===== config.mk =====
export PLATFORM = sky130hd
export DESIGN_NAME = sprite_move_sequencer_flat
export DESIGN_NICKNAME = d
export VERILOG_FILES = /design/src/rtl/sprite_move_sequencer_if.sv /design/src/rtl/sprite_move_sequencer.sv /design/src/flat_wrapper.sv
export SDC_FILE = /design/constraint.sdc
export NUM_CORES = 1
export LEC_CHECK = 0
export ABC_CLOCK_PERIOD_IN_PS = 8700
export BUFFER_PORTS_ARGS = -buffer_cell sky130_fd_sc_hd__buf_2
export CORE_ASPECT_RATIO = 0.6
export CORE_MARGIN = 8
export CORE_UTILIZATION = 60
export CTS_CLUSTER_SIZE = 30
export DETAILED_ROUTE_END_ITERATION = 10
export GPL_ROUTABILITY_DRIVEN = 0
export GPL_TIMING_DRIVEN = 0
export PLACE_DENSITY = 0.8
export RECOVER_POWER = 25
export SETUP_SLACK_MARGIN = 0.2
export SLEW_MARGIN = 10
export SYNTH_ARGS = -nofsm -noshare
export SYNTH_HDL_FRONTEND = slang
export SYNTH_SLANG_ARGS = --single-unit

===== constraint.sdc =====
create_clock -name clk -period 8.7 [get_ports clk]
set_clock_uncertainty 0.2 [all_clocks]
set_input_delay 1.74 -clock clk [delete_from_list [all_inputs] [get_ports clk]]
set_output_delay 1.74 -clock clk [all_outputs]
set_load 0.01 [all_outputs]

===== src/rtl/sprite_move_sequencer_if.sv =====
// Wall-tile map read port used by the sprite motion controller.
// Latency: the wall bit for an address strobed in cycle N is valid in cycle N+1.
// Backpressure: none; the map answers every strobe, one read per cycle.
// Signals:
//   map_rd   - tile read strobe (driven by the sequencer)
//   map_addr - tile index, row*64 + col (driven by the sequencer)
//   map_bit  - wall bit for the previous cycle's address (driven by the map)
interface sprite_move_sequencer_if;
  logic        map_rd;
  logic [11:0] map_addr;
  logic        map_bit;

  modport master (
    output map_rd,
    output map_addr,
    input  map_bit
  );

  modport slave (
    input  map_rd,
    input  map_addr,
    output map_bit
  );
endinterface


===== src/rtl/sprite_move_sequencer.sv =====
// Per-frame sprite motion controller: key or bounce move, four-corner wall check, commit or bounce.
// Latency: tick in T, map reads T+1..T+4, decision in T+5, new position/collision visible in T+6.
// Backpressure: a frame_tick arriving while busy is dropped, never queued.
// Ports:
//   clk, reset                 - single clock, synchronous active-high reset
//   frame_tick                 - one-cycle pulse per video frame
//   key_left/right/up/down     - held-key levels, priority left > right > up > down
//   sprite_w, sprite_h         - bounding box extent (right edge x+w, bottom edge y+h)
//   init_x, init_y             - position loaded while reset is high
//   map                        - wall-tile map read port (master side)
//   pos_x, pos_y               - committed top-left position
//   bouncing                   - one-hot {L,R,U,D} active bounce direction, 0 when idle
//   collision                  - one-cycle pulse when a candidate move is rejected
//   busy                       - high while a check is in flight
module sprite_move_sequencer #(
  parameter int STEP          = 2,
  parameter int BOUNCE_FRAMES = 8,
  parameter int SCREEN_W      = 640,
  parameter int SCREEN_H      = 480
) (
  input  logic                    clk,
  input  logic                    reset,
  input  logic                    frame_tick,
  input  logic                    key_left,
  input  logic                    key_right,
  input  logic                    key_up,
  input  logic                    key_down,
  input  logic [9:0]              sprite_w,
  input  logic [9:0]              sprite_h,
  input  logic [9:0]              init_x,
  input  logic [9:0]              init_y,
  sprite_move_sequencer_if.master map,
  output logic [9:0]              pos_x,
  output logic [9:0]              pos_y,
  output logic [3:0]              bouncing,
  output logic                    collision,
  output logic                    busy
);

  localparam int CNT_W = $clog2(BOUNCE_FRAMES + 1);

  localparam logic [10:0]      STEP_V   = 11'(STEP);
  localparam logic [10:0]      X_LIMIT  = 11'(SCREEN_W - 1);
  localparam logic [10:0]      Y_LIMIT  = 11'(SCREEN_H - 1);
  localparam logic [CNT_W-1:0] CNT_LOAD = CNT_W'(BOUNCE_FRAMES);
  localparam logic [CNT_W-1:0] CNT_ONE  = CNT_W'(1);

  // One-hot direction encoding shared by dir and bouncing: {L,R,U,D}.
  localparam logic [3:0] DIR_L = 4'b1000;
  localparam logic [3:0] DIR_R = 4'b0100;
  localparam logic [3:0] DIR_U = 4'b0010;
  localparam logic [3:0] DIR_D = 4'b0001;

  typedef enum logic [1:0] {
    IDLE = 2'd0,
    CHK  = 2'd1,
    LAST = 2'd2
  } state_t;

  state_t           state;
  logic [1:0]       k;           // corner index being strobed in CHK
  logic [10:0]      cx;          // registered candidate position
  logic [10:0]      cy;
  logic [3:0]       dir;         // direction of the move under check
  logic             is_bounce;   // move under check came from an active bounce
  logic             hit;         // OR of wall bits returned so far
  logic [CNT_W-1:0] bounce_cnt;

  // Tile index of a pixel coordinate: (y/10)*64 + x/10.
  function automatic logic [11:0] tile_of(input logic [10:0] x, input logic [10:0] y);
    logic [11:0] col;
    logic [11:0] row;
    col = {1'b0, x / 11'd10};
    row = {1'b0, y / 11'd10};
    return (row << 6) + col;
  endfunction

  // Bounce runs the opposite way of the blocked move: swap L/R and U/D.
  function automatic logic [3:0] opposite(input logic [3:0] d);
    return {d[2], d[3], d[0], d[1]};
  endfunction

  // ---------------------------------------------------------------
  // Direction pick: an active bounce overrides all keys.
  // ---------------------------------------------------------------
  logic [3:0] next_dir;
  logic       next_is_bounce;

  always_comb begin
    next_dir       = 4'b0000;
    next_is_bounce = 1'b0;
    if (bounce_cnt != '0) begin
      next_dir       = bouncing;
      next_is_bounce = 1'b1;
    end else if (key_left) begin
      next_dir = DIR_L;
    end else if (key_right) begin
      next_dir = DIR_R;
    end else if (key_up) begin
      next_dir = DIR_U;
    end else if (key_down) begin
      next_dir = DIR_D;
    end
  end

  // ---------------------------------------------------------------
  // Candidate position, 11-bit so pos+STEP cannot wrap before the clamp.
  // ---------------------------------------------------------------
  logic [10:0] px;
  logic [10:0] py;
  logic [10:0] wx;
  logic [10:0] hy;
  logic [10:0] max_x;
  logic [10:0] max_y;
  logic [10:0] sum_x;
  logic [10:0] sum_y;
  logic [10:0] nx;
  logic [10:0] ny;

  assign px    = {1'b0, pos_x};
  assign py    = {1'b0, pos_y};
  assign wx    = {1'b0, sprite_w};
  assign hy    = {1'b0, sprite_h};
  assign sum_x = px + STEP_V;
  assign sum_y = py + STEP_V;

  // A sprite at least as wide as the screen can only sit at the origin.
  assign max_x = (wx >= X_LIMIT) ? 11'd0 : X_LIMIT - wx;
  assign max_y = (hy >= Y_LIMIT) ? 11'd0 : Y_LIMIT - hy;

  always_comb begin
    nx = px;
    ny = py;
    if (next_dir[3]) begin
      nx = (px < STEP_V) ? 11'd0 : px - STEP_V;
    end else if (next_dir[2]) begin
      nx = (sum_x > max_x) ? max_x : sum_x;
    end else if (next_dir[1]) begin
      ny = (py < STEP_V) ? 11'd0 : py - STEP_V;
    end else if (next_dir[0]) begin
      ny = (sum_y > max_y) ? max_y : sum_y;
    end
  end

  // ---------------------------------------------------------------
  // Corner for the next strobe. Corner order TL, TR, BL, BR means
  // index bit 0 selects the right edge and bit 1 the bottom edge.
  // ---------------------------------------------------------------
  logic [1:0]  k_next;
  logic [10:0] corner_x;
  logic [10:0] corner_y;
  logic        hit_final;

  assign k_next    = k + 2'd1;
  assign corner_x  = k_next[0] ? cx + wx : cx;
  assign corner_y  = k_next[1] ? cy + hy : cy;
  // Corner 3's wall bit arrives during LAST and is folded in here.
  assign hit_final = hit | map.map_bit;

  // ---------------------------------------------------------------
  // Sequencer with registered outputs.
  // ---------------------------------------------------------------
  always_ff @(posedge clk) begin
    if (reset) begin
      state        <= IDLE;
      k            <= 2'd0;
      cx           <= 11'd0;
      cy           <= 11'd0;
      dir          <= 4'b0000;
      is_bounce    <= 1'b0;
      hit          <= 1'b0;
      bounce_cnt   <= '0;
      pos_x        <= init_x;
      pos_y        <= init_y;
      bouncing     <= 4'b0000;
      collision    <= 1'b0;
      busy         <= 1'b0;
      map.map_rd   <= 1'b0;
      map.map_addr <= 12'd0;
    end else begin
      collision <= 1'b0;
      case (state)
        IDLE: begin
          // No direction means no reads and no busy cycle at all.
          if (frame_tick && (next_dir != 4'b0000)) begin
            state        <= CHK;
            k            <= 2'd0;
            cx           <= nx;
            cy           <= ny;
            dir          <= next_dir;
            is_bounce    <= next_is_bounce;
            hit          <= 1'b0;
            busy         <= 1'b1;
            map.map_rd   <= 1'b1;
            // TL is strobed straight from the unregistered candidate so
            // the first read lines up with the first CHK cycle.
            map.map_addr <= tile_of(nx, ny);
          end
        end

        CHK: begin
          // The bit on the port belongs to the previous corner; nothing
          // is pending yet in the first CHK cycle.
          if (k != 2'd0) begin
            hit <= hit | map.map_bit;
          end
          if (k == 2'd3) begin
            state      <= LAST;
            map.map_rd <= 1'b0;
          end else begin
            map.map_addr <= tile_of(corner_x, corner_y);
          end
          k <= k_next;
        end

        LAST: begin
          state <= IDLE;
          busy  <= 1'b0;
          if (!hit_final) begin
            pos_x <= cx[9:0];
            pos_y <= cy[9:0];
            if (is_bounce) begin
              bounce_cnt <= bounce_cnt - CNT_ONE;
              if (bounce_cnt == CNT_ONE) begin
                bouncing <= 4'b0000;
              end
            end
          end else begin
            collision <= 1'b1;
            if (is_bounce) begin
              // A blocked bounce ends the bounce outright rather than
              // reversing again, so the sprite cannot oscillate.
              bounce_cnt <= '0;
              bouncing   <= 4'b0000;
            end else begin
              bounce_cnt <= CNT_LOAD;
              bouncing   <= opposite(dir);
            end
          end
        end

        default: begin
          state <= IDLE;
        end
      endcase
    end
  end

endmodule


===== src/flat_wrapper.sv =====
// flat-port wrapper written by rule: the top's interface ports become plain ports
module sprite_move_sequencer_flat 
#(
  parameter int STEP          = 2,
  parameter int BOUNCE_FRAMES = 8,
  parameter int SCREEN_W      = 640,
  parameter int SCREEN_H      = 480
)
  (clk, reset, frame_tick, key_left, key_right, key_up, key_down, sprite_w, sprite_h, init_x, init_y, pos_x, pos_y, bouncing, collision, busy, map_map_rd, map_map_addr, map_map_bit);
  sprite_move_sequencer_if map_i ();
  input  logic clk;
  input  logic reset;
  input  logic frame_tick;
  input  logic key_left;
  input  logic key_right;
  input  logic key_up;
  input  logic key_down;
  input  logic [9:0] sprite_w;
  input  logic [9:0] sprite_h;
  input  logic [9:0] init_x;
  input  logic [9:0] init_y;
  output logic [9:0] pos_x;
  output logic [9:0] pos_y;
  output logic [3:0] bouncing;
  output logic collision;
  output logic busy;
  output wire logic [$bits(map_i.map_rd)-1:0] map_map_rd;
  output wire logic [$bits(map_i.map_addr)-1:0] map_map_addr;
  input wire logic [$bits(map_i.map_bit)-1:0] map_map_bit;
  assign map_map_rd = map_i.map_rd;
  assign map_map_addr = map_i.map_addr;
  assign map_i.map_bit = map_map_bit;
  sprite_move_sequencer #(.STEP(STEP), .BOUNCE_FRAMES(BOUNCE_FRAMES), .SCREEN_W(SCREEN_W), .SCREEN_H(SCREEN_H)) u_core (.clk(clk), .reset(reset), .frame_tick(frame_tick), .key_left(key_left), .key_right(key_right), .key_up(key_up), .key_down(key_down), .sprite_w(sprite_w), .sprite_h(sprite_h), .init_x(init_x), .init_y(init_y), .map(map_i), .pos_x(pos_x), .pos_y(pos_y), .bouncing(bouncing), .collision(collision), .busy(busy));
endmodule

## Word level (Yosys, flattened, before mapping)

Cells that the tools add are included.

- Memory bits (read-only): 0
- Logic and storage cells: 118
- Bits in registers: 75
- Memory bits (writable): 0
- Output and inout port bits: 39
- Memories: 0
- Latch bits: 0
- Input port bits: 48

- Bitwise logic cells: 2
- Shifts and indexed selects: 0
- Order comparisons: 6
- $mul: 0
- Reductions and logical operators: 21
- Div/mod/pow operators: 4
- Add/subtract/negate cells: 12
- Equality and inequality tests: 9
- Mux-type cells: 49

Operator list:

| kind | count |
|---|---|
| two-way mux 11 bit | 14 |
| two-way mux 10 bit | 6 |
| divider 11 x 4 -> 11 bit, second input constant | 4 |
| two-way mux 4 bit | 11 |
| adder 12 x 11 -> 12 bit | 2 |
| two-way mux 12 bit | 2 |
| case mux 12 bit (2 select lines) | 1 |
| adder 10 x 2 -> 11 bit, second input constant | 2 |
| adder 11 x 10 -> 11 bit | 2 |
| greater-than comparator 11 bit | 2 |
| subtractor 10 x 2 -> 11 bit, second input constant | 2 |
| < comparator 10 x 2 -> 1 bit, second input constant | 2 |
| AND reduction 2 bit | 6 |
| AND reduction 3 bit | 4 |
| nonzero test 2 bit | 6 |
| subtractor 10 x 10 -> 11 bit, first input constant | 1 |
| subtractor 9 x 10 -> 11 bit, first input constant | 1 |
| >= comparator 10 bit, second input constant | 1 |
| >= comparator 10 x 9 -> 1 bit, second input constant | 1 |
| case mux 2 bit (2 select lines) | 2 |
| nonzero test 4 bit | 2 |
| two-way mux 1 bit | 7 |
| two-way mux 2 bit | 3 |
| inequality test 2 x 1 -> 1 bit, second input constant | 3 |
| 12 further kinds | 16 |

## Logic depth before layout (Yosys ltp)

- Depth in word-level cells: 13
- Depth in mapped cells: 30
- Depth with buffers taken out: 28

## Worst setup path before layout

OpenSTA, ideal clock, no wires.

- Path kind: input to register
- Start point: input sprite_h[5]
- End point: register u_core.map.map_addr[10]
- Stages: 28
- Data required time: 8.369 ns
- Buffers on the path: 1
- Setup time: 0.131 ns
- Arrival time: 7.601 ns
- Setup slack: 0.768 ns
- Path through: ha_1 a31oi_1 o21ai_0 or2_2 ha_1 nand2_1 o21a_1 a21oi_1 nand2_1 o311ai_1 buf_4 nor2_1 a221o_1 or2_1 xnor2_2 xor2_1 nand2_1 mux4_2 o221ai_1 a2111oi_0 nor2_1 ha_1 inv_1 fa_1 a311oi_1 xnor2_1 o211ai_1 nor3_1

- Cells in the longest elaborated chain, start to end: 12
- Elaborated cells between the ends (all ways): 18
- Classes of those cells: add/sub (4); div (2); order compare (2); mux (10)

RTL lines:

| what | RTL line | RTL |
|---|---|---|
| start, declared | flat_wrapper.sv:19 | `input logic [9:0] sprite_h;` |
| subtractor 9 x 10 -> 11 bit or >= comparator 10 x 9 -> 1 bit (tied branches) | sprite_move_sequencer.sv:129 | `assign max_y = (hy >= Y_LIMIT) ? 11'd0 : Y_LIMIT - hy;` |
| two-way mux 11 bit | sprite_move_sequencer.sv:129 |  |
| greater-than comparator 11 bit | sprite_move_sequencer.sv:141 | `ny = (sum_y > max_y) ? max_y : sum_y;` |
| two-way mux 11 bit | sprite_move_sequencer.sv:141 |  |
| two-way mux 11 bit | sprite_move_sequencer.sv:140 | `end else if (next_dir[0]) begin` |
| two-way mux 11 bit | sprite_move_sequencer.sv:138 | `end else if (next_dir[1]) begin` |
| two-way mux 11 bit | sprite_move_sequencer.sv:136 | `end else if (next_dir[2]) begin` |
| two-way mux 11 bit | sprite_move_sequencer.sv:134 | `if (next_dir[3]) begin` |
| divider 11 x 4 -> 11 bit | sprite_move_sequencer.sv:74 | `row = {1'b0, y / 11'd10};` |
| adder 12 x 11 -> 12 bit | sprite_move_sequencer.sv:75 | `return (row << 6) + col;` |
| two-way mux 12 bit | sprite_move_sequencer.sv:185 | `if (frame_tick && (next_dir != 4'b0000)) begin` |
| case mux 12 bit (2 select lines) (*) | sprite_move_sequencer.sv:182 | `case (state)` |
| end signal, assigned | sprite_move_sequencer.sv:197 | `map.map_addr <= tile_of(nx, ny);` |
| end signal, assigned | sprite_move_sequencer.sv:211 | `map.map_addr <= tile_of(corner_x, corner_y);` |
| end, declared | sprite_move_sequencer_if.sv:15 | `output map_addr,` |

Mark *: on every way between the ends. The rest lies on a longest branch, timed or not. The select of a mux whose other input is x is not followed.
A chain may end at the register's enable or synchronous reset.

## Final worst setup path

- Start point: input sprite_h[5]
- End point: register u_core.map.map_addr[7]

The elaborated chain is that of the path after synthesis.

==> flow_metrics.env <==
export IMPL_drt_initial_drc_count=1711
export IMPL_areaGrowthSynthToFinish_pct=11.1
export IMPL_syn_area_sq_um=10200
export IMPL_async_flop_share_pct=0
export IMPL_grt_overflow=0
export IMPL_rr_startpoint="u_core.pos_y[3]$_DFFE_PP_"
export IMPL_hold_end="u_core.map.map_rd$_SDFFE_PP0P_"
export IMPL_grt_setup_unrepaired="false"
export IMPL_critPathTopFamily="compound AO/OA/AOI/OAI gates"
export IMPL_wl_per_cell_um=21.0
export IMPL_slowest_stage="or4_1"
export IMPL_power_density_nw_per_um2=210
export IMPL_initial_core_util_pct=60.5
export IMPL_post_route_min_period_ns=8.16
export IMPL_p_total_mw=2.39
export IMPL_ys_flop_type="dfxtp_1"
export IMPL_clockBufferDepth=2
export IMPL_endpoint_kind="register"
export IMPL_grt_max_degree=21
export IMPL_root_buffer="clkbuf_16"
export IMPL_worstSkewPairLatency_ns=0.35
export IMPL_synthCells=1381
export IMPL_leakage_nw=4.31
export IMPL_finalWirelength_um=36200
export IMPL_final_max_slew_violation_count=0
export IMPL_maxCapViolCount=0
export IMPL_drc=0
export IMPL_synth_warnings=0
export IMPL_hold_buffers=0
export IMPL_grt_first_pass_wirelength_um=56500
export IMPL_drt_pass1_iterations=9
export IMPL_layout_common_cells="nor2_1 (148), nand2_1 (124), a21oi_1 (99)"
export IMPL_drive_gt1_share_pct=12.9
export IMPL_maxSlewHeadroom_pct=30.2
export IMPL_syn_nets=1493
export IMPL_portBuffers=85
export IMPL_place_inst=1700
export IMPL_layout_commonest_cell="nor2_1"
export IMPL_final_util_pct=67.2
export IMPL_cp_start_kind="primary input"
export IMPL_hold_depth=2
export IMPL_dieArea_sq_um=21600
export IMPL_vias=12000
export IMPL_synth_yosys_seq_area_share_pct=16.6
export IMPL_required_ns=8.78
export IMPL_cp_num_buf_inv=2
export IMPL_cpPeakStageDelay_ns=0.53
export IMPL_cts_made_buffers=9
export IMPL_gr_usage_met1_pct=48.6
export IMPL_crit_top_cell="ha_1"
export IMPL_h_tree_depth=3
export IMPL_tightest_slew_ns=1.04
export IMPL_tritoncts="yes"
export IMPL_path_clk_slew_ns=0.07
export IMPL_final_hold_viol_count=0
export IMPL_row_count=37
export IMPL_instances_no_fill=1720
export IMPL_min_from="u_core.map.map_rd$_SDFFE_PP0P_"
export IMPL_met3_usage_pct=10.8
export IMPL_viasPerCell=6.99
export IMPL_grt_busiest_layer="met1"
export IMPL_grt_pass1_vias=10500
export IMPL_ios=87
export IMPL_hpwl_um=28000
export IMPL_use_met2_pct=43.8
export IMPL_min_period_over_period_pct=93.8
export IMPL_r2r_slack_ns=1.29
export IMPL_nNetsFinal=1593
export IMPL_die_w_um=185
export IMPL_dieHeight_um=117
export IMPL_outcome="finished clean"
export IMPL_ys_ff_latch=75
export IMPL_syn_area_per_cell_sq_um=7.42
export IMPL_fmax_mhz=123
export IMPL_hold_path_class="reg -> reg"
export IMPL_worst_r2r_cell_count=28
export IMPL_criticalPathCategory="in -> reg"
export IMPL_gr_usage_all_layers_pct=32.6
export IMPL_setup_violations=0
export IMPL_antenna_cells=0
export IMPL_ant_nets=0
export IMPL_r2r_end="u_core.map.map_addr[10]$_SDFFE_PP0P_"
export IMPL_vdd_drop_max_v=0.000110
export IMPL_synth_edf_count=20
export IMPL_cts_sinks=75
export IMPL_core_area_sq_um=16900
export IMPL_antenna_found_initial=0
export IMPL_synth_cell_types=106
export IMPL_critPathArrivalTime_ns=8.24
export IMPL_crit_fanout=8
per-layer routing:
metal / part of all wire (%) / up-vias
li1: - / 5511
met2: 39 / 869
met3: 16 / 93
met1: 43 / 5556
met5: 0 / -
met4: 1.9 / 0
worst register-to-register path: cells and delay by family (launching register included):
family	cells	cell delay, ns
compound gates	7	1.82
xor+xnor	4	1.07
fa+ha+maj	3	0.90
buf+inv	3	0.70
flops	1	0.48
mux	1	0.46
simple gates	10	1.66
how the worst max path moves through the flow:
| stage | startpoint | end | slack [ns] | cells after the start |
|---|---|---|---|---|
| global placement | sprite_h[5] | u_core.map.map_addr[10]$_SDFFE_PP0P_ | -0.69 | 29 |
| floorplan | sprite_h[5] | u_core.map.map_addr[10]$_SDFFE_PP0P_ | 0.77 | 28 |
| detailed placement | sprite_h[5] | u_core.map.map_addr[10]$_SDFFE_PP0P_ | -0.77 | 28 |
| finish | sprite_h[5] | u_core.map.map_addr[7]$_SDFFE_PP0P_ | 0.54 | 27 |
| global route | sprite_h[5] | u_core.map.map_addr[10]$_SDFFE_PP0P_ | 0.19 | 29 |
| CTS | sprite_h[5] | u_core.map.map_addr[10]$_SDFFE_PP0P_ | 0.28 | 28 |
area by class of cell:
class | instances | area, sq um
Multi-Input combinational cell | 1180 | 8180
Fill cell | 1509 | 5560
Tap cell | 234 | 293
Timing Repair Buffer | 89 | 418
Clock inverter | 7 | 51.3
Sequential cell | 75 | 1700
Inverter | 49 | 184
Buffer | 77 | 335
Clock buffer | 9 | 225
power breakdown:
group | internal [mW] | switching (mW)
Sequential | 0.400 | 0.0485
Clock | 0.195 | 0.176
Combinational | 0.581 | 0.985
synthesized netlist by cell type (10+ instances only):
cell,n,share of area (%)
inv_1,48,1.8
nand4_1,24,1.5
o2111ai_1,11,0.94
o21a_1,17,1.2
nor2_1,150,5.5
o21ai_1,14,0.68
nand2_1,125,4.6
ha_1,60,7.3
a31oi_1,21,1.3
a211o_1,10,0.85
a311oi_1,11,0.94
a21o_1,16,1.2
o211ai_1,23,1.7
mux2i_1,20,2.0
a211oi_1,38,2.8
xnor2_1,31,2.7
o31ai_1,10,0.73
a21oi_1,101,4.9
nor3_1,45,2.2
mux2_2,28,3.1
nand2b_1,14,0.85
or3_1,12,0.73
o21ai_0,55,2.7
edfxtp_1,20,5.9
o22ai_1,10,0.61
dfxtp_1,55,11
nand3_1,61,3.0
clkbuf_1,55,2.0
and2_1,16,0.98
or2_2,15,0.92
and3_1,14,0.85
cell families after synthesis:
group | Yosys count | synth area share, %
AO/OA/AOI/OAI | 469 | 33.6
XOR/XNOR | 41 | 3.58
adder cells (fa/ha/maj) | 70 | 8.70
buffers and inverters | 126 | 4.98
flip-flops | 75 | 16.6
multiplexers | 52 | 5.84
other | 1 | 0.0366
AND/OR/NAND/NOR | 547 | 26.6
registers in the layout, indices dropped and copies added (netlist names):
signal,flops
u_core.bouncing,4
u_core.state,2
u_core.pos_y,10
u_core.k,2
u_core.is_bounce,1
u_core.collision,1
u_core.cx,11
u_core.map.map_addr,12
u_core.bounce_cnt,4
u_core.map.map_rd,1
u_core.dir,4
u_core.hit,1
u_core.cy,11
u_core.pos_x,10
u_core.busy,1
through the flow:
step | TNS (ns) | hold WS [ns] | setup WS [ns] | instance area, sq um
3_5_place_dp | -3.12 | 0.247 | -0.766 | 11000
5_1_grt | 0 | 0.286 | 0.189 | 11400
3_3_place_gp | -2.42 | 0.247 | -0.688 | 11000
6_report | 0 | 0.262 | 0.542 | 11400
2_1_floorplan | 0 | 0.237 | 0.768 | 10200
4_1_cts | 0 | 0.257 | 0.282 | 11300
timing repair:
action,CTS,global route
setup buffers,3,1
pin swaps,1,4
setup endpoints to repair,6,6
gates resized for setup,10,22
(Power assumes the default switching activity.)
